==> src/rtl/bist_pkg.sv <==
// ---------------------------------------------------------------------------
// bist_pkg
// Shared definitions for the BIST signature analyzer: the controller state
// encoding and the width of the response counter.
// No ports (package).
// ---------------------------------------------------------------------------
package bist_pkg;

    // Width of the response counter and of num_patterns.
    localparam int COUNT_W = 16;

    typedef logic [COUNT_W-1:0] count_t;

    // Controller states. Plain constants keep the encoding visible to older
    // tools and to anyone probing the state register in a waveform.
    localparam logic [1:0] IDLE  = 2'd0;
    localparam logic [1:0] RUN   = 2'd1;
    localparam logic [1:0] CHECK = 2'd2;
    localparam logic [1:0] DONE  = 2'd3;

endpackage

==> src/rtl/misr_core.sv <==
// ---------------------------------------------------------------------------
// misr_core
// Combinational next-state function of an n-bit multiple-input signature
// register. The register shifts toward bit 0, bit 0 is fed back into every
// stage whose poly bit is set, and the response word is folded in on top.
//
// Ports:
//   sig      in  n  current signature
//   poly     in  n  feedback tap mask (top bit is implied; the top stage
//                   always receives sig[0])
//   resp     in  n  response word to fold in
//   sig_next out n  signature after absorbing resp
// ---------------------------------------------------------------------------
module misr_core #(
    parameter int n = 8
) (
    input  logic [n-1:0] sig,
    input  logic [n-1:0] poly,
    input  logic [n-1:0] resp,
    output logic [n-1:0] sig_next
);

    // The top stage is always a feedback stage, so poly[n-1] carries no
    // information; it is parked here to show it is deliberately unused.
    logic unusedPolyMsb;
    assign unusedPolyMsb = poly[n-1];

    // Each lower stage takes its upper neighbour, the gated feedback bit and
    // its own response bit; the top stage takes feedback plus response only.
    always_comb begin
        sig_next = '0;
        for (int i = 0; i < n - 1; i++) begin
            sig_next[i] = (sig[0] & poly[i]) ^ sig[i+1] ^ resp[i];
        end
        sig_next[n-1] = sig[0] ^ resp[n-1];
    end

endmodule

==> src/rtl/bist_signature_analyzer.sv <==
// ---------------------------------------------------------------------------
// bist_signature_analyzer
// Compacts a stream of circuit-under-test responses into a MISR signature,
// then compares the final signature against a golden value.
//
// Ports:
//   clk          in  1   clock, all state changes on rising edge
//   rst          in  1   synchronous active-high reset
//   start        in  1   begin a run (honoured only in IDLE or DONE)
//   num_patterns in  16  responses to compact, captured on start
//   seed         in  n   initial signature, captured on start
//   poly         in  n   feedback tap mask, held stable during a run
//   golden       in  n   expected signature, sampled in CHECK
//   resp_valid   in  1   resp holds a response this cycle
//   resp         in  n   response word
//   busy         out 1   high in RUN and CHECK
//   done         out 1   high in DONE
//   pass         out 1   signature matched golden (valid while done=1)
//   signature    out n   current MISR contents
// ---------------------------------------------------------------------------
module bist_signature_analyzer
    import bist_pkg::*;
#(
    parameter int n = 8
) (
    input  logic               clk,
    input  logic               rst,
    input  logic               start,
    input  logic [COUNT_W-1:0] num_patterns,
    input  logic [n-1:0]       seed,
    input  logic [n-1:0]       poly,
    input  logic [n-1:0]       golden,
    input  logic               resp_valid,
    input  logic [n-1:0]       resp,
    output logic               busy,
    output logic               done,
    output logic               pass,
    output logic [n-1:0]       signature
);

    logic [1:0] state;
    count_t     count;
    count_t     numReg;
    logic [n-1:0] sigReg;
    logic [n-1:0] sigNext;
    logic       passReg;

    misr_core #(
        .n(n)
    ) u_misr (
        .sig      (sigReg),
        .poly     (poly),
        .resp     (resp),
        .sig_next (sigNext)
    );

    // Controller, response counter and signature register. The run ends on
    // the edge that absorbs response number num_patterns-1 (counting from
    // zero), so the counter never has to hold num_patterns itself and a
    // run of 16'hFFFF responses never wraps before the terminal compare.
    // A zero-length run skips RUN entirely and compares the seed.
    always_ff @(posedge clk) begin
        if (rst) begin
            state   <= IDLE;
            count   <= '0;
            numReg  <= '0;
            sigReg  <= '0;
            passReg <= 1'b0;
        end else begin
            case (state)
                IDLE, DONE: begin
                    if (start) begin
                        sigReg  <= seed;
                        count   <= '0;
                        numReg  <= num_patterns;
                        passReg <= 1'b0;
                        state   <= (num_patterns == '0) ? CHECK : RUN;
                    end
                end
                RUN: begin
                    if (resp_valid) begin
                        sigReg <= sigNext;
                        count  <= count + count_t'(1);
                        if (count == numReg - count_t'(1)) begin
                            state <= CHECK;
                        end
                    end
                end
                CHECK: begin
                    passReg <= (sigReg == golden);
                    state   <= DONE;
                end
                default: state <= IDLE;
            endcase
        end
    end

    // Status outputs are pure decodes of the state register.
    always_comb begin
        busy      = (state == RUN) || (state == CHECK);
        done      = (state == DONE);
        pass      = passReg;
        signature = sigReg;
    end

endmodule

==> config.mk <==
export PLATFORM = sky130hd
export DESIGN_NAME = bist_signature_analyzer
export DESIGN_NICKNAME = d
export VERILOG_FILES = /design/src/rtl/bist_pkg.sv /design/src/rtl/misr_core.sv /design/src/rtl/bist_signature_analyzer.sv
export SDC_FILE = /design/constraint.sdc
export NUM_CORES = 1
export LEC_CHECK = 0
export CAP_MARGIN = 20
export CORE_UTILIZATION = 46
export CTS_CLUSTER_SIZE = 20
export DETAILED_ROUTE_END_ITERATION = 12
export HOLD_SLACK_MARGIN = 0.12
export PLACE_DENSITY = 0.77
export SETUP_SLACK_MARGIN = 0.2
export SYNTH_ARGS = -nofsm -noshare
export SYNTH_HDL_FRONTEND = slang
export SYNTH_SLANG_ARGS = --single-unit
==> constraint.sdc <==
create_clock -name clk -period 2.5 [get_ports clk]
set_input_delay 0.25 -clock clk [delete_from_list [all_inputs] [get_ports clk]]
set_output_delay 0.25 -clock clk [all_outputs]
set_load 0.05 [all_outputs]
==> run summary <==
Number of buffers added on ports: 61
Total Wirelength: 7.10 mm
Ys flop type: dfxtp_1
Hold Vio Cnt, Final: 0
Hold Slack: 475 ps
Vias in the first global route: 2664
DRC errors left: 0
Crit path DAT: 2570 ps
Post-synth ARST share: 0%
CTS buffer count: 5
Max clock buf depth: 2
Chip width: 79.5 µm
Clock skew: 7.99 ps
Met2 GRT Util: 40.9%
Io pins: 63
Maximum clock frequency: 421 MHz
Worst slack, placed: -56.7 ps
Number of synthesized flops with an enable pin: 0
Worst EP required: 2690 ps
Gate Count Post-Synth: 355
Root buf cell: clkbuf_8
Layout area overhead: 37.4%
Post-synthesis sequential area ratio: 31.2%
Total internal power: 1.95 mW
Met1 usage: 30.8%
Vias per cell: 5.48
Max Cap Viol: 0
Total Routing Usage GR: 24.0%
Multi-input combinational cell area: 1910 µm²
DR WL/cell: 14.1 µm
Least-Margin Pin Slew: 632 ps
Mean Syn Cell Area: 7.78 µm²
Post-CTS Hold Buffers: 0
Critical Path Fanout Max: 4
Status: finished, final reports clean
First-pass GRT wire length: 12.0 mm
Tcrit/Tclk final: 95.0%
Worst slew margin: 57.4%
Setup TNS Final: 0 ps
Final Max Slew Viols: 0
Post-synth cell types: 54
Reg area: 866 µm²
Switching Fraction: 44.5%
Syn_nets: 412
Worst-path clk slew: 80 ps
Leakage power: 1.35 nW
Post-synthesis register bit count: 43
Clock power share: 12.6%
Most frequent cells in the layout: clkdlybuf4s50_1 (60), nand2_1 (52), a21oi_1 (46)
Combinational Power Share: 60.2%
Final worst slack: 126 ps
Yosys warning count: 0
Met3 Usage GRT: 4.91%
RSZ-0062 raised after global routing: yes
Htree depth: 2
Cell area power density: 925 nW/µm²
Minimum clock period: 2370 ps
Gpl congestion: 0.884
Max incr delay on CP: 560 ps
Initial DRC count: 148
Initial Utilization: 48.9%
VDD IR max: 0.673 mV
Largest net degree at the start of global routing: 19
P_sw: 1.56 mW
First-pass DRT Iterations: 7
Critical path, cell by cell: or4_4, nor3_4, nor4bb_4, a31oi_2, a2111oi_4, mux2_4
Commonest non-fill, non-tap cell in the layout: clkdlybuf4s50_1
Worst min path class: register to register
Sequential share of power: 27.1%
Final Setup Violations: 0
HPWL Detailed: 5.37 mm
Overall overflow remaining after global route: 0
Power Total: 3.51 mW
CP Class: register to register
Nets: 486
Core area: 5640 µm²
Initial antenna violation count: 0
Busiest layer in global routing: met2
CP max stage cell: or4_4
CTS Sinks: 43
Row Count: 27
Setup crit start kind: register
CP Capture Type: register
Clock latency on the worst-skew pair: 300 ps
Ant. Diodes: 0
Number of fill cells: 486
TritonCTS clock tree: done
Die area: 6320 µm²
Routed Antenna Nets: 0
Mapped Area: 2760 µm²
Layout cells sized above 1: 14.7%
Die Y: 79.5 µm
DR vias: 2751
power groups by stage:
stage | clock, mW | combinational [mW] | sequential (mW)
detailed placement | 0 | 1.85 | 0.953
global route | 0.483 | 2.32 | 0.971
finish | 0.444 | 2.11 | 0.952
floorplan | 0 | 1.17 | 1.09
global placement | 0 | 1.82 | 0.951
CTS | 0.443 | 1.96 | 0.947
sequential cells by signal (all words and copies together) (netlist names):
name,count
state,2
pass,1
count,16
numReg,16
signature,8
what timing repair did:
action                     4_1_cts  5_1_grt
pin swaps                        5        8
gates resized for setup         16       16
cloned                           0        0
hold endpoints to repair         0        0
setup endpoints to repair        5        5
buffers inserted                 1        5
path summary, 6_finish.rpt:
check	startpoint	endpoint	slack, ps	cells after the start
worst max-delay path	numReg[0]	state[1]	130	6
worst min-delay path	pass	pass	480	2
worst max register to register	numReg[0]	state[1]	130	6
worst min register to register	pass	pass	480	2
cells in the mapped netlist (2+ instances only):
master | n | area, µm²
o311ai_0 | 2 | 17.5
a31oi_1 | 2 | 12.5
nand3_1 | 7 | 35.0
a211oi_1 | 3 | 22.5
clkbuf_8 | 2 | 27.5
ha_1 | 5 | 62.6
buf_4 | 2 | 15.0
clkbuf_1 | 10 | 37.5
xnor2_1 | 33 | 289
a311oi_1 | 2 | 17.5
nand2_1 | 52 | 195
o31ai_1 | 2 | 15.0
a21oi_1 | 47 | 235
or3_1 | 6 | 37.5
inv_1 | 8 | 30.0
a22oi_1 | 2 | 15.0
nor2b_1 | 2 | 12.5
nor3_1 | 7 | 35.0
nor4_1 | 10 | 62.6
buf_2 | 3 | 15.0
nor2_1 | 28 | 105
o21ai_0 | 10 | 50.1
o2111ai_1 | 2 | 17.5
or4_1 | 2 | 15.0
nor4bb_1 | 2 | 20.0
xor2_1 | 15 | 131
nand2b_1 | 7 | 43.8
nand3b_1 | 5 | 37.5
and2_1 | 4 | 25.0
dfxtp_1 | 43 | 861
nand4_1 | 7 | 43.8
per-stage QoR:
step | cells | area [µm²] | util, %
after floorplan | 355 | 2770 | -
after global placement | 488 | 3500 | 62.1
after detailed placement | 488 | 3500 | 62.1
after CTS | 497 | 3670 | 65.1
after global routing | 502 | 3790 | 67.2
final | 502 | 3790 | 67.2
critical path, delay by kind of cell (launching register included):
family          cells  cell delay [ps]
mux                 1              340
simple gates        3             1000
flops               1              350
compound gates      2              580
cells by family after synthesis:
group | Yosys count | share of synthesized area [%]
simple gates | 148 | 27.0
flops | 43 | 31.2
buf+inv | 27 | 5.07
xor+xnor | 48 | 15.2
compound gates | 81 | 18.1
fa+ha+maj | 5 | 2.27
mux | 3 | 1.18
area by class of cell:
cell class | count | share of cell area [%]
Sequential cell | 43 | 22.8
Multi-Input combinational cell | 285 | 50.5
Inverter | 8 | 0.792
Clock buffer | 6 | 1.91
Clock inverter | 2 | 0.330
Tap cell | 72 | 2.37
Timing Repair Buffer | 86 | 21.3
routing by layer:
layer	up-vias	part of all wire, %
li1	1398	-
met1	1272	46
met2	68	48
met3	13	4.6
met4	0	1.6
met5	-	0
(Power assumes the default switching activity.)
==> edit 1: new RTL, config.mk and constraints unchanged <==
Change the package constant `COUNT_W` from 16 to 18.
--- a/src/rtl/bist_pkg.sv
+++ b/src/rtl/bist_pkg.sv
@@ -8,5 +8,5 @@
 
     // Width of the response counter and of num_patterns.
-    localparam int COUNT_W = 16;
+    localparam int COUNT_W = 18;
 
     typedef logic [COUNT_W-1:0] count_t;
Interface: changed (resized num_patterns); port bits go from 63 to 65. The function was not compared with the original's and may differ.
==> edit 1 against the unedited design <==
- power rose by 7.4%
- design area increased by 3.9%
- count of clock-buffer cells in the layout unchanged
- sequential cell count up 4
- area after synthesis up 3.3%
- sequential power up 9%
- largest cell class unchanged
- routed wire length is 8.8% higher
- the flow now finishes with violations (negative setup slack)
- setup slack got worse by 450 ps
==> edit 1: results (changes against the unedited design) <==
<table>
<tr><th>Metric</th><th>Value</th></tr>
<tr><th colspan="2">Status</th></tr>
<tr><td>Run status</td><td>finished with violations</td></tr>
<tr><td>Violations in the final reports</td><td>negative setup slack</td></tr>
<tr><th colspan="2">Logic synthesis</th></tr>
<tr><td>Xor and xnor area share after synthesis</td><td>0.169 (+0.0167)</td></tr>
<tr><td>Net Count, Synth</td><td>421 (+2.2%)</td></tr>
<tr><td>Cells taking the most area after synthesis</td><td>sky130_fd_sc_hd__dfxtp_1 (33%), sky130_fd_sc_hd__xor2_1 (8.9%), sky130_fd_sc_hd__xnor2_1 (8.0%)</td></tr>
<tr><td>Part of the Yosys area used for sequential elements</td><td>0.330 (+0.0182)</td></tr>
<tr><td>Most numerous cell types in the synthesized netlist</td><td>sky130_fd_sc_hd__nand2_1 (54), sky130_fd_sc_hd__dfxtp_1 (47), sky130_fd_sc_hd__nor2_1 (38)</td></tr>
<tr><td>Post-Synth Adder-Cell Area</td><td>0.0219 (-0.000716)</td></tr>
<tr><td>Multiplexer area fraction after synthesis</td><td>0.0465 (+0.0347)</td></tr>
<tr><th colspan="2">Setup path</th></tr>
<tr><td>Data arrival at the endpoint of the critical path</td><td>3010 ps (+440 ps)</td></tr>
<tr><td>Largest incremental delay on the critical path</td><td>530 ps (-30 ps)</td></tr>
<tr><th colspan="2">Drt</th></tr>
<tr><td>Total routed wirelength</td><td>7720 microns (+8.8%)</td></tr>
<tr><td>Detailed-route wire length on metal 1</td><td>3590 microns (+11%)</td></tr>
<tr><td>Met2 layer wire length in the routed design</td><td>3680 microns (+7.7%)</td></tr>
<tr><td>Via count</td><td>2,872 (+4.4%)</td></tr>
<tr><th colspan="2">GRT</th></tr>
<tr><td>Global Route Usage Sum</td><td>0.251 (+0.0112)</td></tr>
<tr><td>Global routing usage on met2</td><td>0.428 (+0.0186)</td></tr>
<tr><td>Via count of the first global-routing pass</td><td>2,690 (+0.98%)</td></tr>
<tr><td>Wire length of the first global-routing pass</td><td>12,600 microns (+4.6%)</td></tr>
<tr><td>Pin count of the biggest net entering global routing</td><td>28 (+9)</td></tr>
<tr><th colspan="2">STA</th></tr>
<tr><td>Final setup TNS</td><td>-598 ps (-598 ps)</td></tr>
<tr><td>Worst Setup Slack, final</td><td>-320 ps (-445 ps)</td></tr>
<tr><td>Clk_skew</td><td>5.41 ps (-2.59 ps)</td></tr>
<tr><td>Setup violation total in the final timing report</td><td>2 (+2)</td></tr>
<tr><th colspan="2">Final layout</th></tr>
<tr><td>Post-layout nets</td><td>508 (+4.5%)</td></tr>
<tr><td>Ratio of cells with drive above 1 in the final layout</td><td>0.138 (-0.00873)</td></tr>
<tr><th colspan="2">Power and ir drop</th></tr>
<tr><td>Switching share of power</td><td>0.420 (-0.0256)</td></tr>
<tr><td>Static leakage</td><td>1.54 nW (+14%)</td></tr>
<tr><th colspan="2">Placement</th></tr>
<tr><td>Dpl ws</td><td>-366 ps (-309 ps)</td></tr>
<tr><td>Global placer's final weighted congestion</td><td>0.898 (+1.5%)</td></tr>
</table>
[edit 1: final cells by class]
class | instances | area (sq um)
Fill cell | 520 | 2020
Sequential cell | 47 | 946
Inverter | 8 | 30.0
Tap cell | 75 | 93.8
Multi-Input combinational cell | 289 | 1860
Clock inverter | 2 | 35.0
Clock buffer | 6 | 82.6
Timing Repair Buffer | 98 | 896
[edit 1: path summary, 6_finish.rpt]
| check | endpoint | start | cells after the start | slack (ps) |
|---|---|---|---|---|
| worst max-delay path | state[0] | numReg[7] | 7 | -320 |
| worst min-delay path | pass | pass | 2 | 480 |
| worst min register to register | pass | pass | 2 | 480 |
| worst max register to register | state[0] | numReg[7] | 7 | -320 |
[edit 1: what timing repair did]
item	in CTS	in global routing
setup endpoints to repair	5	8
gates resized for setup	5	2
pin swaps	4	2
setup buffers	2	0
==> edit 2: new RTL, same settings <==
Made on the original files. Reset style: asynchronous (`rst`), changed in one clocked block. Comments in the files are not updated.
--- a/src/rtl/bist_signature_analyzer.sv
+++ b/src/rtl/bist_signature_analyzer.sv
@@ -60,5 +60,5 @@
     // run of 16'hFFFF responses never wraps before the terminal compare.
     // A zero-length run skips RUN entirely and compares the seed.
-    always_ff @(posedge clk) begin
+    always_ff @(posedge clk or posedge rst) begin
         if (rst) begin
             state   <= IDLE;
Check against the original RTL: differs if rst is asserted again (counterexample within 4 cycles, from zero or initial values and one cycle with rst high); with rst held inactive, the same outputs for 10 cycles.
==> edit 2 against the unedited design <==
- sequential cell count did not move
- area after synthesis fell by 2.1%
- clock power rose by 46%
- global-route usage fell by 1.6 points
- routed wire length fell by 8.9%
- hold slack got worse by 67 ps
- power rose by 25%
- fmax fell by 1.9%
- count of clock-buffer cells in the layout fell by 1
- design area fell by 2.2%
- setup slack got worse by 47 ps
==> edit 2: results (changes against the unedited design) <==
<table>
<tr><th>Metric</th><th>Value</th></tr>
<tr><th colspan="2">Power and ir drop</th></tr>
<tr><td>Sequential-cell power consumption</td><td>0.00129 W (+36%)</td></tr>
<tr><td>Max IR drop VDD</td><td>0.000783 V (+16%)</td></tr>
<tr><td>Switching share of power</td><td>0.428 (-0.0170)</td></tr>
<tr><th colspan="2">Placement</th></tr>
<tr><td>Global placer's final weighted congestion</td><td>0.780 (-12%)</td></tr>
<tr><th colspan="2">Final layout</th></tr>
<tr><td>Buffers excl. clock</td><td>76 (-12%)</td></tr>
<tr><td>Total area of sequential cells</td><td>0.00108 sq mm (+24%)</td></tr>
<tr><td>Count of non-CTS inverters in the layout</td><td>9 (+1)</td></tr>
<tr><td>Fraction of area in clock buffers and inverters</td><td>0.0368 (+0.0143)</td></tr>
<tr><td>Number of multi-input combinational cells</td><td>214 (-25%)</td></tr>
<tr><td>Count of filler cells inserted in the layout</td><td>453 (-6.8%)</td></tr>
<tr><th colspan="2">GRT</th></tr>
<tr><td>Wire length of the first global-routing pass</td><td>10,800 microns (-10%)</td></tr>
<tr><td>Global Route Usage Sum</td><td>0.224 (-0.0164)</td></tr>
<tr><td>Via count of the first global-routing pass</td><td>2,297 (-14%)</td></tr>
<tr><th colspan="2">CTS</th></tr>
<tr><td>Post-cts sizing count</td><td>9 (-7)</td></tr>
<tr><th colspan="2">Logic synthesis</th></tr>
<tr><td>Mean cell area of the mapped netlist</td><td>9.80 sq um (+26%)</td></tr>
<tr><td>Count of unique library cells instantiated by Yosys</td><td>39 (-28%)</td></tr>
<tr><td>Most numerous cell types in the synthesized netlist</td><td>sky130_fd_sc_hd__dfrtp_1 (43), sky130_fd_sc_hd__xnor2_1 (33), sky130_fd_sc_hd__nor2_1 (26)</td></tr>
<tr><td>Cells taking the most area after synthesis</td><td>sky130_fd_sc_hd__dfrtp_1 (40%), sky130_fd_sc_hd__xnor2_1 (11%), sky130_fd_sc_hd__xor2_1 (8.1%)</td></tr>
<tr><td>Net Count, Synth</td><td>333 (-19%)</td></tr>
<tr><td>Part of the Yosys area used for sequential elements</td><td>0.398 (+0.0862)</td></tr>
<tr><th colspan="2">Setup path</th></tr>
<tr><td>Largest incremental delay on the critical path</td><td>580 ps (+20 ps)</td></tr>
<tr><td>Data arrival at the endpoint of the critical path</td><td>2620 ps (+50 ps)</td></tr>
<tr><th colspan="2">STA</th></tr>
<tr><td>Clk_skew</td><td>5.47 ps (-2.53 ps)</td></tr>
<tr><th colspan="2">Drt</th></tr>
<tr><td>Drt initial violations</td><td>103 (-30%)</td></tr>
<tr><th colspan="2">Status</th></tr>
<tr><td>Run status</td><td>finished, final reports clean</td></tr>
</table>
[edit 2: cell count changes in the layout (fill, tap and decap cells not counted), sizes merged, moves of 4 or more]
cell / delta
xor2: +10
mux2: +17
nand3b: -5
buf: -10
nand2b: -6
or3: -4
dfrtp: +43
a21oi: -30
nand2: -32
a21o: +7
dfxtp: -43
[edit 2: worst paths after layout]
kind / startpoint / endpoint / slack, ps
setup / recovery: numReg[9] / state[1] / 80
min in group clk: pass / pass / 520
max in group asynchronous: rst / numReg[2] / 1700
hold / removal: rst / numReg[13] / 410
setup reg to reg: numReg[9] / state[1] / 80
hold reg to reg: pass / pass / 520
[edit 2: through the flow]
| stage | TNS (ps) | utilization | worst slack (ps) | area, sq um |
|---|---|---|---|---|
| floorplan | 0 | - | 140 | 2710 |
| global placement | 0 | 0.620 | 61.6 | 3450 |
| detailed placement | -12.1 | 0.620 | -12.1 | 3450 |
| CTS | 0 | 0.655 | 83.0 | 3650 |
| global route | 0 | 0.665 | 9.14 | 3710 |
| finish | 0 | 0.665 | 79.1 | 3710 |
[edit 2: per-layer routing]
layer  track usage  routed length (microns)  up-vias  part of all wire
met3        0.0419                      218       10             0.034
met5             0                        0        -                 0
li1              -                        -     1114                 -
met4        0.0741                       95        0             0.015
met2         0.352                     3180       51              0.49
met1         0.307                     2980     1114              0.46
[edit 2: logic make-up (layout without fill, tap and decap cells)]
| logic type | count (synthesis) | after routing | share of synthesized area |
|---|---|---|---|
| DFF | 43 | 43 | 0.398 |
| muxes | 21 | 21 | 0.0865 |
| adders and majority gates | 5 | 5 | 0.0231 |
| AOI/OAI and AO/OA | 41 | 41 | 0.100 |
| buffers and inverters | 19 | 93 | 0.0268 |
| xor gates and xnor gates | 58 | 58 | 0.188 |
| and+or+nand+nor | 89 | 89 | 0.177 |
